**config.mk**
```make
export PLATFORM = sky130hd
export DESIGN_NAME = mfp_pmod_als_spi_master
export DESIGN_NICKNAME = d
export VERILOG_FILES = /design/src/rtl/mfp_pmod_als_pkg.sv /design/src/rtl/mfp_pmod_als_sck_gen.sv /design/src/rtl/mfp_pmod_als_spi_master.sv
export SDC_FILE = /design/constraint.sdc
export NUM_CORES = 1
export LEC_CHECK = 0
export CORE_MARGIN = 2
export CORE_UTILIZATION = 57
export DETAILED_ROUTE_END_ITERATION = 10
export PLACE_DENSITY = 0.91
export SYNTH_ARGS = -nofsm -noshare
export SYNTH_HDL_FRONTEND = slang
export SYNTH_SLANG_ARGS = --single-unit
```
**constraint.sdc**
```tcl
create_clock -name clock -period 3.5 [get_ports clock]
set_input_delay 1.05 -clock clock [delete_from_list [all_inputs] [get_ports clock]]
set_output_delay 1.05 -clock clock [all_outputs]
set_load 0.05 [all_outputs]
```
**src/rtl/mfp_pmod_als_pkg.sv**
```systemverilog
// Shared definitions for the PmodALS (ADC081S021) SPI read master: FSM encoding,
// frame geometry and the light-field extraction helper.
package mfp_pmod_als_pkg;

  localparam logic [1:0] ST_IDLE  = 2'd0;
  localparam logic [1:0] ST_SETUP = 2'd1;
  localparam logic [1:0] ST_SHIFT = 2'd2;
  localparam logic [1:0] ST_HOLD  = 2'd3;

  localparam int ALS_FRAME_BITS = 16;
  localparam int ALS_DATA_MSB   = 12;
  localparam int ALS_DATA_LSB   = 5;
  localparam int ALS_LIGHT_W    = ALS_DATA_MSB - ALS_DATA_LSB + 1;

  // The sensor frames its 8-bit conversion between leading zeros and trailing padding.
  function automatic logic [ALS_LIGHT_W-1:0] als_light(input logic [ALS_FRAME_BITS-1:0] frame);
    return frame[ALS_DATA_MSB:ALS_DATA_LSB];
  endfunction

endpackage

```
**src/rtl/mfp_pmod_als_sck_gen.sv**
```systemverilog
// SCK half-period divider: paces SETUP/SHIFT/HOLD, generates SCK (falling edge first)
// and strobes the cycle in which SCK is driven high, plus the end of the last half-period.
module mfp_pmod_als_sck_gen
  import mfp_pmod_als_pkg::*;
#(
  parameter int CLK_DIV = 8
) (
  input  logic clock,
  input  logic reset_n,
  input  logic active_i,
  input  logic load_i,
  input  logic shift_i,
  output logic sck_o,
  output logic tick_o,
  output logic rise_o,
  output logic last_o
);

  localparam int DW      = (CLK_DIV > 1) ? $clog2(CLK_DIV) : 1;
  localparam int HP_N    = 2 * ALS_FRAME_BITS;
  localparam int HW      = $clog2(HP_N);

  logic [DW-1:0] div_q, div_d;
  logic [HW-1:0] hp_q, hp_d;
  logic          sck_q, sck_d;
  logic          tick;
  logic          last_hp;

  assign tick    = active_i && (div_q == DW'(CLK_DIV - 1));
  assign last_hp = (hp_q == HW'(HP_N - 1));

  always_comb begin
    div_d = (!active_i || tick) ? '0 : div_q + 1'b1;
    hp_d  = hp_q;
    sck_d = sck_q;
    if (load_i) begin
      hp_d  = '0;
      sck_d = 1'b0;
    end else if (shift_i) begin
      if (tick) begin
        hp_d = hp_q + 1'b1;
        // SCK parks high after the final half-period instead of toggling
        if (!last_hp) sck_d = ~sck_q;
      end
    end else begin
      sck_d = 1'b1;
    end
  end

  always_ff @(posedge clock or negedge reset_n) begin
    if (!reset_n) begin
      div_q <= '0;
      hp_q  <= '0;
      sck_q <= 1'b1;
    end else begin
      div_q <= div_d;
      hp_q  <= hp_d;
      sck_q <= sck_d;
    end
  end

  assign sck_o  = sck_q;
  assign tick_o = tick;
  assign rise_o = shift_i && tick && !sck_q;
  assign last_o = shift_i && tick && last_hp;

endmodule

```
**src/rtl/mfp_pmod_als_spi_master.sv**
```systemverilog
// PmodALS SPI read master: one 16-SCK frame per sample period, raw frame + 8-bit light.
// Define MFP_PMOD_ALS_AVERAGE_EN to make light_avg a 4-sample running mean.
module mfp_pmod_als_spi_master
  import mfp_pmod_als_pkg::*;
#(
  parameter int CLK_DIV       = 8,
  parameter int SAMPLE_PERIOD = 50000
) (
  input  logic                      clock,
  input  logic                      reset_n,
  input  logic                      enable,
  output logic                      cs,
  output logic                      sck,
  input  logic                      sdo,
  output logic [ALS_FRAME_BITS-1:0] value,
  output logic [ALS_LIGHT_W-1:0]    light,
  output logic [ALS_LIGHT_W-1:0]    light_avg,
  output logic                      value_valid,
  output logic                      busy
);

  localparam int PW = $clog2(SAMPLE_PERIOD);

  logic [1:0]                state_q, state_d;
  logic [PW-1:0]             per_q, per_d;
  logic                      pend_q, pend_d;
  logic                      cs_q, cs_d;
  logic [ALS_FRAME_BITS-1:0] value_q, value_d;
  logic [ALS_LIGHT_W-1:0]    light_q, light_d;
  logic                      vld_q, vld_d;
  logic [ALS_FRAME_BITS-1:0] shift_q;

  logic wrap, start, tick, rise, last;

  assign wrap  = (per_q == PW'(SAMPLE_PERIOD - 1));
  assign start = (state_q == ST_IDLE) && enable && pend_q;

  mfp_pmod_als_sck_gen #(
    .CLK_DIV (CLK_DIV)
  ) u_sck_gen (
    .clock    (clock),
    .reset_n  (reset_n),
    .active_i (state_q != ST_IDLE),
    .load_i   ((state_q == ST_SETUP) && tick),
    .shift_i  (state_q == ST_SHIFT),
    .sck_o    (sck),
    .tick_o   (tick),
    .rise_o   (rise),
    .last_o   (last)
  );

  always_comb begin
    state_d = state_q;
    cs_d    = cs_q;
    value_d = value_q;
    light_d = light_q;
    vld_d   = 1'b0;
    per_d   = wrap ? '0 : per_q + 1'b1;
    // A single request flag: periods that elapse mid-frame collapse into one
    pend_d  = wrap ? 1'b1 : (start ? 1'b0 : pend_q);
    case (state_q)
      ST_IDLE: begin
        if (start) begin
          state_d = ST_SETUP;
          cs_d    = 1'b0;
        end
      end
      ST_SETUP: begin
        if (tick) state_d = ST_SHIFT;
      end
      ST_SHIFT: begin
        if (last) begin
          state_d = ST_HOLD;
          cs_d    = 1'b1;
          value_d = shift_q;
          light_d = als_light(shift_q);
          vld_d   = 1'b1;
        end
      end
      ST_HOLD: begin
        if (tick) state_d = ST_IDLE;
      end
      default: state_d = ST_IDLE;
    endcase
  end

  always_ff @(posedge clock or negedge reset_n) begin
    if (!reset_n) begin
      state_q <= ST_IDLE;
      per_q   <= '0;
      pend_q  <= 1'b0;
      cs_q    <= 1'b1;
      value_q <= '0;
      light_q <= '0;
      vld_q   <= 1'b0;
    end else begin
      state_q <= state_d;
      per_q   <= per_d;
      pend_q  <= pend_d;
      cs_q    <= cs_d;
      value_q <= value_d;
      light_q <= light_d;
      vld_q   <= vld_d;
    end
  end

  // sdo has been stable for a full low half-period when SCK is about to rise
  always_ff @(posedge clock) begin
    if (rise) shift_q <= {shift_q[ALS_FRAME_BITS-2:0], sdo};
  end

`ifdef MFP_PMOD_ALS_AVERAGE_EN
  logic [ALS_LIGHT_W-1:0] h1_q, h2_q, h3_q, avg_q;
  logic [ALS_LIGHT_W+1:0] sum;

  assign sum = (ALS_LIGHT_W+2)'(light_q) + (ALS_LIGHT_W+2)'(h1_q)
             + (ALS_LIGHT_W+2)'(h2_q) + (ALS_LIGHT_W+2)'(h3_q);

  always_ff @(posedge clock or negedge reset_n) begin
    if (!reset_n) begin
      h1_q  <= '0;
      h2_q  <= '0;
      h3_q  <= '0;
      avg_q <= '0;
    end else if (vld_q) begin
      avg_q <= sum[ALS_LIGHT_W+1:2];
      h1_q  <= light_q;
      h2_q  <= h1_q;
      h3_q  <= h2_q;
    end
  end

  assign light_avg = avg_q;
`else
  assign light_avg = light_q;
`endif

  assign cs          = cs_q;
  assign value       = value_q;
  assign light       = light_q;
  assign value_valid = vld_q;
  assign busy        = (state_q != ST_IDLE);

endmodule

```
# == Yosys cells after proc, flatten, opt, wreduce, memory -nomap -nowiden ==
# Cells that the tools add are included.
# word_totals
reg_bits,70
latch_bits,0
ram_bits,0
romBits,0
in_bits,4
out_inout_bits,36
n_memories,0
# op_classes
add_sub_neg,3
n_mul,0
div,0
magnitude_cmp,0
n_eq_ne,12
shift,0
mux,20
bitwise,1
reduce_logical,21
# op_table
operator,count
$add 16x1->16 const B,1
$eq 16x16->1 const B,1
$mux 16,1
$mux 5,3
$reduce_bool 2->1,5
$mux 1,9
$mux 2,4
$ne 2x2->1 const B,4
$pmux 2 s4,1
$logic_and 1x1->1,7
$ne 3x2->1 const B,2
$reduce_and 2->1,3
$add 5x1->5 const B,1
$eq 5x5->1 const B,1
$eq 2x2->1 const B,2
$reduce_and 4->1,1
$add 3x1->3 const B,1
$eq 3x3->1 const B,1
$mux 3,1
$reduce_and 3->1,1
$eq 2x1->1 const B,1
$logic_not 1->1,2
$logic_not 2->1,1
$pmux 1 s2,1
2 further kinds,2

# == Longest topological paths before layout ==
# Gate-level depths: netlist of run 1.
# depth
word_depth,6
ltp_mapped,7
depth_no_buf,6

# == Cells and area by module ==
# Synthesis of run 1 repeated with hierarchy kept, for this count alone.
# unflattened
hier_cells,197
area_unflattened_um2,2660.1
# by_module_without_submodules
module,n_inst,cells_each,area_per_inst_um2,seq_area_each_um2
mfp_pmod_als_spi_master,1,160,2213.4,1407.6
mfp_pmod_als_sck_gen,1,37,446.7,226.5

# == Least setup slack after synthesis of run 1 ==
# OpenSTA, ideal clock, no wires.
# synth_path
kind,register to register
from,reg state_q[0]
to,"reg shift_q[0], enable pin"
setup_time_ns,0.388
arrival_ns,1.765
t_required_ns,3.112
slack_ns,1.346
stages_incl_launch_ff,6
n_path_buf,1
period_less_slack_ns,2.154
cell_sequence,dfrtp_1 -> inv_1 -> ha_1 -> clkbuf_1 -> nand3b_1 -> nor2_1
# synth_between
elab_chain_len,4
# synth_lines
element,line_no,source
from (decl),mfp_pmod_als_spi_master.sv:24,"logic [1:0] state_q, state_d;"
from (signal assigned),mfp_pmod_als_spi_master.sv:97,state_q <= state_d;
$reduce_bool 2->1,mfp_pmod_als_spi_master.sv:43,".active_i (state_q != ST_IDLE),"
$logic_and 1x1->1,mfp_pmod_als_sck_gen.sv:29,assign tick = active_i && (div_q == DW'(CLK_DIV - 1));
$logic_and 1x1->1 (*) (2 in a row),mfp_pmod_als_sck_gen.sv:64,assign rise_o = shift_i && tick && !sck_q;
via rise,mfp_pmod_als_spi_master.sv:33,"logic wrap, start, tick, rise, last;"
to (signal assigned),mfp_pmod_als_spi_master.sv:109,"if (rise) shift_q <= {shift_q[ALS_FRAME_BITS-2:0], sdo};"
to (decl),mfp_pmod_als_spi_master.sv:31,logic [ALS_FRAME_BITS-1:0] shift_q;
# Mark *: on every way through the listed nets, which the timed path passes. The rest lies on a longest branch.
# A chain may end at the register's enable or synchronous reset.

# == Worst setup path in the final report of run 1 ==
# layout_path
from,reg state_q[0]
to,out busy
# layout_between
elab_chain_len,1
# layout_lines
element,line_no,source
$reduce_bool 2->1,mfp_pmod_als_spi_master.sv:142,assign busy = (state_q != ST_IDLE);
to (decl),mfp_pmod_als_spi_master.sv:19,output logic busy
# No other way between the ends.

==> impl_metrics.yaml, run 1 <==
yosys:
  yosys_warnings: 0
  ys_ff_latch: 62
  synth_cells: 199
  synth_area_um2: 2670
  syn-num-nets: 212
  avgSynthCellArea_um2: 13.4
  seq_area_frac_synth_pct: 61.1
  yosysUniqueCellTypes: 40
placed_design:
  portBuffers: 39
  dpl.hpwl_mm: 3.05
  gp_congestion: 0.815
timing:
  drv_slew: 0
  finalHoldViolCount: 0
  fin_worst_skew_ps: 7.76
  period_needed_ps: 3090
  tns_ps: 0
  finalCritPeriodShare_pct: 88.4
  slew_headroom_pct: 33.0
  worstMarginPinSlew_ps: 1000
  grt_setup_unrepaired: "no"
  timing.fmax_mhz: 323
  setup_viol: 0
job:
  cap_violations: 0
setup_path:
  worstPathArrival_ps: 2040
  cp.required_ps: 2450
  cp_max_fo: 9
  criticalPathCategory: "flop to primary output"
  end_kind: "primary output"
  crit_path_start_kind: "flop"
pwr:
  power.total_mw: 1.39
  seqPwrFrac_pct: 53.3
  internal_power_mw: 1.09
  p_comb_share_pct: 0.9
  clkPwrFrac_pct: 45.8
  max-vdd-ir-drop_mv: 0.371
  power_leakage_nw: 1.40
  swShare_pct: 21.2
  switchingPower_mw: 0.295
  power_density_nw_per_um2: 433
min_path:
  hp-class: "flop to flop"
drt:
  first_iter_violations: 107
  wl_per_cell_um: 15.4
  route.detailed.drc: 0
  drtAntennaViolNets: 0
  vias: 1623
  wl_mm: 4.44
  drt-vias-per-instance: 5.64
  dr.pass1.iters: 4
cts:
  worstSkewPairLatency_ps: 340
  cts_buffer_depth: 2
  hold_buffers: 0
  cts_resized: 0
  numCtsBuffers: 9
  cts_tree: "built"
  htree_levels: 3
  post-cts-setup-buffers: 0
  cts.sinks: 62
  clkTransAtPathRegs_ps: 70
  root_buffer: "clkbuf_8"
global_route:
  grt_max_degree: 47
  track_usage_pct: 19.2
  grt_overflow: 0
  grt_pass1_vias: 1636
  grt_pass1_wl_mm: 7.39
  antenna_found_initial: 0
floorplanning:
  fp.dieArea_um2: 5250
  core-area_um2: 4440
  start_util_pct: 60.1
  rows: 24
  ioPinCount: 40
  fp.dieW_um: 72.5
  fp.dieH_um: 72.5
layout:
  drive_gt1_share_pct: 17.8
  nets: 244
  utilization_pct: 72.1
  diodes: 0
  syn_to_final_growth_pct: 19.9
  fillCellCount: 291
outcome:
  status: "finished clean"
==> stage by stage <==
| step | instance area, um2 | hold slack, ps | setup WS, ps | cells |
|---|---|---|---|---|
| after floorplan | 2670 | 419 | 1350 | 199 |
| after global placement | 3000 | 426 | 803 | 272 |
| after detailed placement | 3000 | 433 | 774 | 272 |
| after CTS | 3210 | 448 | 399 | 288 |
| after global routing | 3210 | 450 | 322 | 288 |
| final | 3210 | 449 | 407 | 288 |
==> synthesized netlist by cell type, drive strengths merged <==
library cell	instances	area (um2)
a21o	1	7.51
or2	1	6.26
ha	9	113
a221oi	1	8.76
o21ai	8	40.0
nor3b	2	15.0
nor4	2	27.5
xor2	3	26.3
a31oi	1	6.26
dfstp	2	52.6
dfrtp	44	1100
nor2b	4	32.5
nand3b	1	7.51
mux2i	1	10.0
nand4bb	1	11.3
or4bb	1	11.3
nand4	4	25.0
and3	1	6.26
a21oi	2	10.0
a22o	2	17.5
nand2b	2	12.5
edfxtp	16	480
or4b	1	13.8
nand3	4	32.5
nand2	11	41.3
o32a	1	10.0
and4	3	26.3
inv	5	18.8
nor3	4	20.0
mux2	18	203
buf	18	130
xnor2	9	78.8
clkbuf	1	3.75
a32oi	1	8.76
or3	2	12.5
nor2	12	45.0
==> registers in the layout (all words and copies together) (netlist names) <==
name / flops
per_q: 16
shift_q: 16
value: 16
u_sck_gen.hp_q: 5
u_sck_gen.div_q: 3
state_q: 2
cs: 1
pend_q: 1
u_sck_gen.sck_o: 1
value_valid: 1
==> area by class of cell <==
cell class              count  area [um2]  share of cell area [%]
flip-flops and latches     62        1630                    51.0
multi-input cells         113         886                    27.6
repair buffers             40         393                    12.3
clock buffers              10         138                    4.29
clock inverters             6        71.3                    2.22
well taps                  52        65.1                    2.03
inverters                   5        18.8                   0.585
==> metal layers <==
metal	wire, um	global-route usage, %	part of all wire [%]
met1	1940	23.4	44
met2	2190	30.7	49
met3	241	7.08	5.4
met4	63	8.85	1.4
met5	0	0	0
==> power groups by stage <==
stage	sequential [mW]	combinational, mW	clock [mW]
global route	0.739	0.0158	0.673
detailed placement	0.753	0.0140	0
global placement	0.753	0.0139	0
CTS	0.739	0.0140	0.647
finish	0.739	0.0131	0.635
floorplan	0.753	0.000353	0
==> worst paths after layout <==
path / start / to / slack, ps / depth (start not counted)
worst min register to register: shift_q[14]$_DFFE_PP_ / shift_q[15]$_DFFE_PP_ / 450 / 0
worst max-delay path: state_q[0]$_DFFE_PN0P_ / busy / 410 / 4
worst min-delay path: shift_q[14]$_DFFE_PP_ / shift_q[15]$_DFFE_PP_ / 450 / 0
worst max register to register: u_sck_gen.div_q[0]$_DFF_PN0_ / state_q[1]$_DFFE_PN0P_ / 1180 / 6
min in group asynchronous: reset_n / value[6]$_DFFE_PN0P_ / 880 / 1
max in group asynchronous: reset_n / per_q[9]$_DFF_PN0_ / 2000 / 1
==> cells in the final DEF (no fill, tap or decap), types with 2 or more instances in the layout <==
cell and count:
dfrtp_1 44, clkdlybuf4s50_1 38, mux2_2 18, edfxtp_1 16
nor2_1 12, nand2_1 11, clkbuf_8 10, xnor2_1 9
ha_1 9, o21ai_0 8, inv_1 5, nor3_1 4
nand4_1 4, nand3_1 3, and4_1 3, nor2b_1 3
xor2_1 3, clkinv_4 3, nor3b_1 2, nand2b_1 2
or3_1 2, a21oi_1 2, a22o_1 2, clkinvlp_4 2
dfstp_2 2
==> worst max-delay path: stages (launching register included) <==
cell and delay (ps):
dfrtp_1 400, inv_1 80, ha_1 320, inv_1 110, clkdlybuf4s50_1 800
==> cells by family (layout without fill, tap and decap cells) <==
logic type	after synthesis	after routing	share of synthesized area, %
multiplexers	19	19	7.96
XOR/XNOR	12	12	3.93
flip-flops	62	62	61.1
buffers and inverters	24	61	5.71
AO/OA/AOI/OAI	17	17	4.07
AND/OR/NAND/NOR	56	56	13.0
adder cells (fa/ha/maj)	9	9	4.21
No activity file was read; power rests on OpenSTA's default activity.
==> run 2: changes to the inputs <==
--- a/config.mk
+++ b/config.mk
@@ -5,6 +5,8 @@
 export SDC_FILE = /design/constraint.sdc
 export NUM_CORES = 1
 export LEC_CHECK = 0
+export CAP_MARGIN = 5
+export CORE_ASPECT_RATIO = 1.2
 export CORE_MARGIN = 2
 export CORE_UTILIZATION = 57
 export DETAILED_ROUTE_END_ITERATION = 10
==> run 2 against run 1 <==
  * Flip-flop and latch count unchanged
  * Core utilization down 1.5 points
  * Fmax down 0.49%
  * Power up 3.6%
  * Global-route usage up 1.7 points
  * Sequential power about the same
  * Critical endpoint unchanged
  * Largest power group unchanged
==> impl_metrics.yaml, run 2 (same netlist as run 1, synthesis figures left out) <==
global_route:
  grt_max_degree: 47
  grt_overflow: 0
  grt_pass1_wl_mm: 8.02
  track_usage_pct: 20.9
  grt_pass1_vias: 1673
  antenna_found_initial: 0
min_path:
  hp-class: "flop to flop"
  whs_path_depth: 1
pwr:
  power_density_nw_per_um2: 447
  power_leakage_nw: 1.40
  max-vdd-ir-drop_mv: 0.229
timing:
  slew_headroom_pct: 33.7
  finalCritPeriodShare_pct: 88.8
  period_needed_ps: 3110
  grt_setup_unrepaired: "no"
  fin_worst_skew_ps: 15.0
  drv_slew: 0
  timing.fmax_mhz: 322
  worstMarginPinSlew_ps: 994
  tns_ps: 0
  finalHoldViolCount: 0
  setup_viol: 0
drt:
  drtAntennaViolNets: 0
  dr.pass1.iters: 4
  wl_per_cell_um: 16.3
  vias: 1634
  route.detailed.drc: 0
  first_iter_violations: 71
  wl_mm: 4.80
  drt-vias-per-instance: 5.56
setup_path:
  worstPathArrival_ps: 2060
  path_cells: "inv_1 > ha_1 > inv_1 > clkdlybuf4s50_1"
  cp.depth: 4
  cpPeakStageDelay_ps: 800
  end_kind: "primary output"
  worstRegToRegCells: 6
  criticalPathCategory: "flop to primary output"
  path_delay_family: "buffers and inverters"
  cp.required_ps: 2450
  cp_max_fo: 9
  path_buf_inv: 3
  cp_common_cell: "inv_1"
  crit_path_start_kind: "flop"
  crit_slowest_cell: "clkdlybuf4s50_1"
cts:
  hold_buffers: 0
  cts_buffer_depth: 2
  worstSkewPairLatency_ps: 350
  cts_resized: 0
  post-cts-setup-buffers: 0
  cts_tree: "built"
  htree_levels: 3
  clkTransAtPathRegs_ps: 80
  numCtsBuffers: 9
  cts.sinks: 62
  root_buffer: "clkbuf_8"
layout:
  multiInputGateArea_um2: 886
  utilization_pct: 70.6
  syn_to_final_growth_pct: 20.5
  diodes: 0
  drive_gt1_share_pct: 17.4
  layout_commonest_cell: "dfrtp_1"
  register_area_um2: 1630
  mostFrequentLayoutCells: "44 x dfrtp_1, 38 x clkdlybuf4s50_1, 18 x mux2_2, 16 x edfxtp_1, 12 x nor2_1"
  nets: 244
  fillCellCount: 279
  fin_cells: 294
placed_design:
  dp.cells: 278
  gp_congestion: 0.776
  dpl.hpwl_mm: 3.08
  portBuffers: 39
floorplanning:
  fp.dieW_um: 66.5
  start_util_pct: 58.6
  rows: 27
  ioPinCount: 40
  fp.dieArea_um2: 5250
  fp.dieH_um: 79.0
  core-area_um2: 4560
job:
  cap_violations: 0
outcome:
  status: "finished clean"
-- run 2: changes by cell type in the layout (fill, tap and decap cells not counted), sizes merged --
cell      delta
clkinvlp     +1
bufinv       +1
clkinv       -2
-- run 2: power by group --
group	switching, mW	internal (mW)
combinational	0.0107	0.00251
clock	0.286	0.400
sequential	0	0.739
total	0.297	1.14
-- run 2: per-layer routing --
| metal | part of all wire [%] | vias to the layer above | track usage (%) |
|---|---|---|---|
| met5 | 0 | - | 0 |
| met4 | 2.6 | 0 | 11.4 |
| met3 | 4.6 | 14 | 5.81 |
| met2 | 50 | 56 | 34.4 |
| met1 | 42 | 808 | 24.6 |
| li1 | - | 756 | - |
-- run 2: layout make-up --
class                      instances  area share, %
timing repair buffer              40           12.2
clock buffer                      10           3.96
inverter                           5          0.583
sequential                        62           50.8
tap                               58           2.25
clock inverter                     6           2.72
multi-input combinational        113           27.5
-- run 2: path summary, 6_finish.rpt --
kind                                                   start  slack [ps]                             to
worst max register to register        state_q[0]$_DFFE_PN0P_        1190         state_q[1]$_DFFE_PN0P_
worst min register to register  u_sck_gen.div_q[0]$_DFF_PN0_         460   u_sck_gen.div_q[0]$_DFF_PN0_
worst max-delay path                  state_q[0]$_DFFE_PN0P_         390                           busy
worst min-delay path            u_sck_gen.div_q[0]$_DFF_PN0_         460   u_sck_gen.div_q[0]$_DFF_PN0_
max in group asynchronous                            reset_n        2010  u_sck_gen.hp_q[0]$_DFFE_PN0P_
min in group asynchronous                            reset_n         870          value_valid$_DFF_PN0_
-- run 2: stage by stage --
step	setup slack, ps	area [um2]	total power [mW]	hold slack, ps
2_1_floorplan	1350	2670	0.754	419
3_3_place_gp	803	3000	0.767	428
3_5_place_dp	764	3000	0.767	438
4_1_cts	386	3220	1.44	454
5_1_grt	295	3220	1.48	471
6_report	392	3220	1.44	456
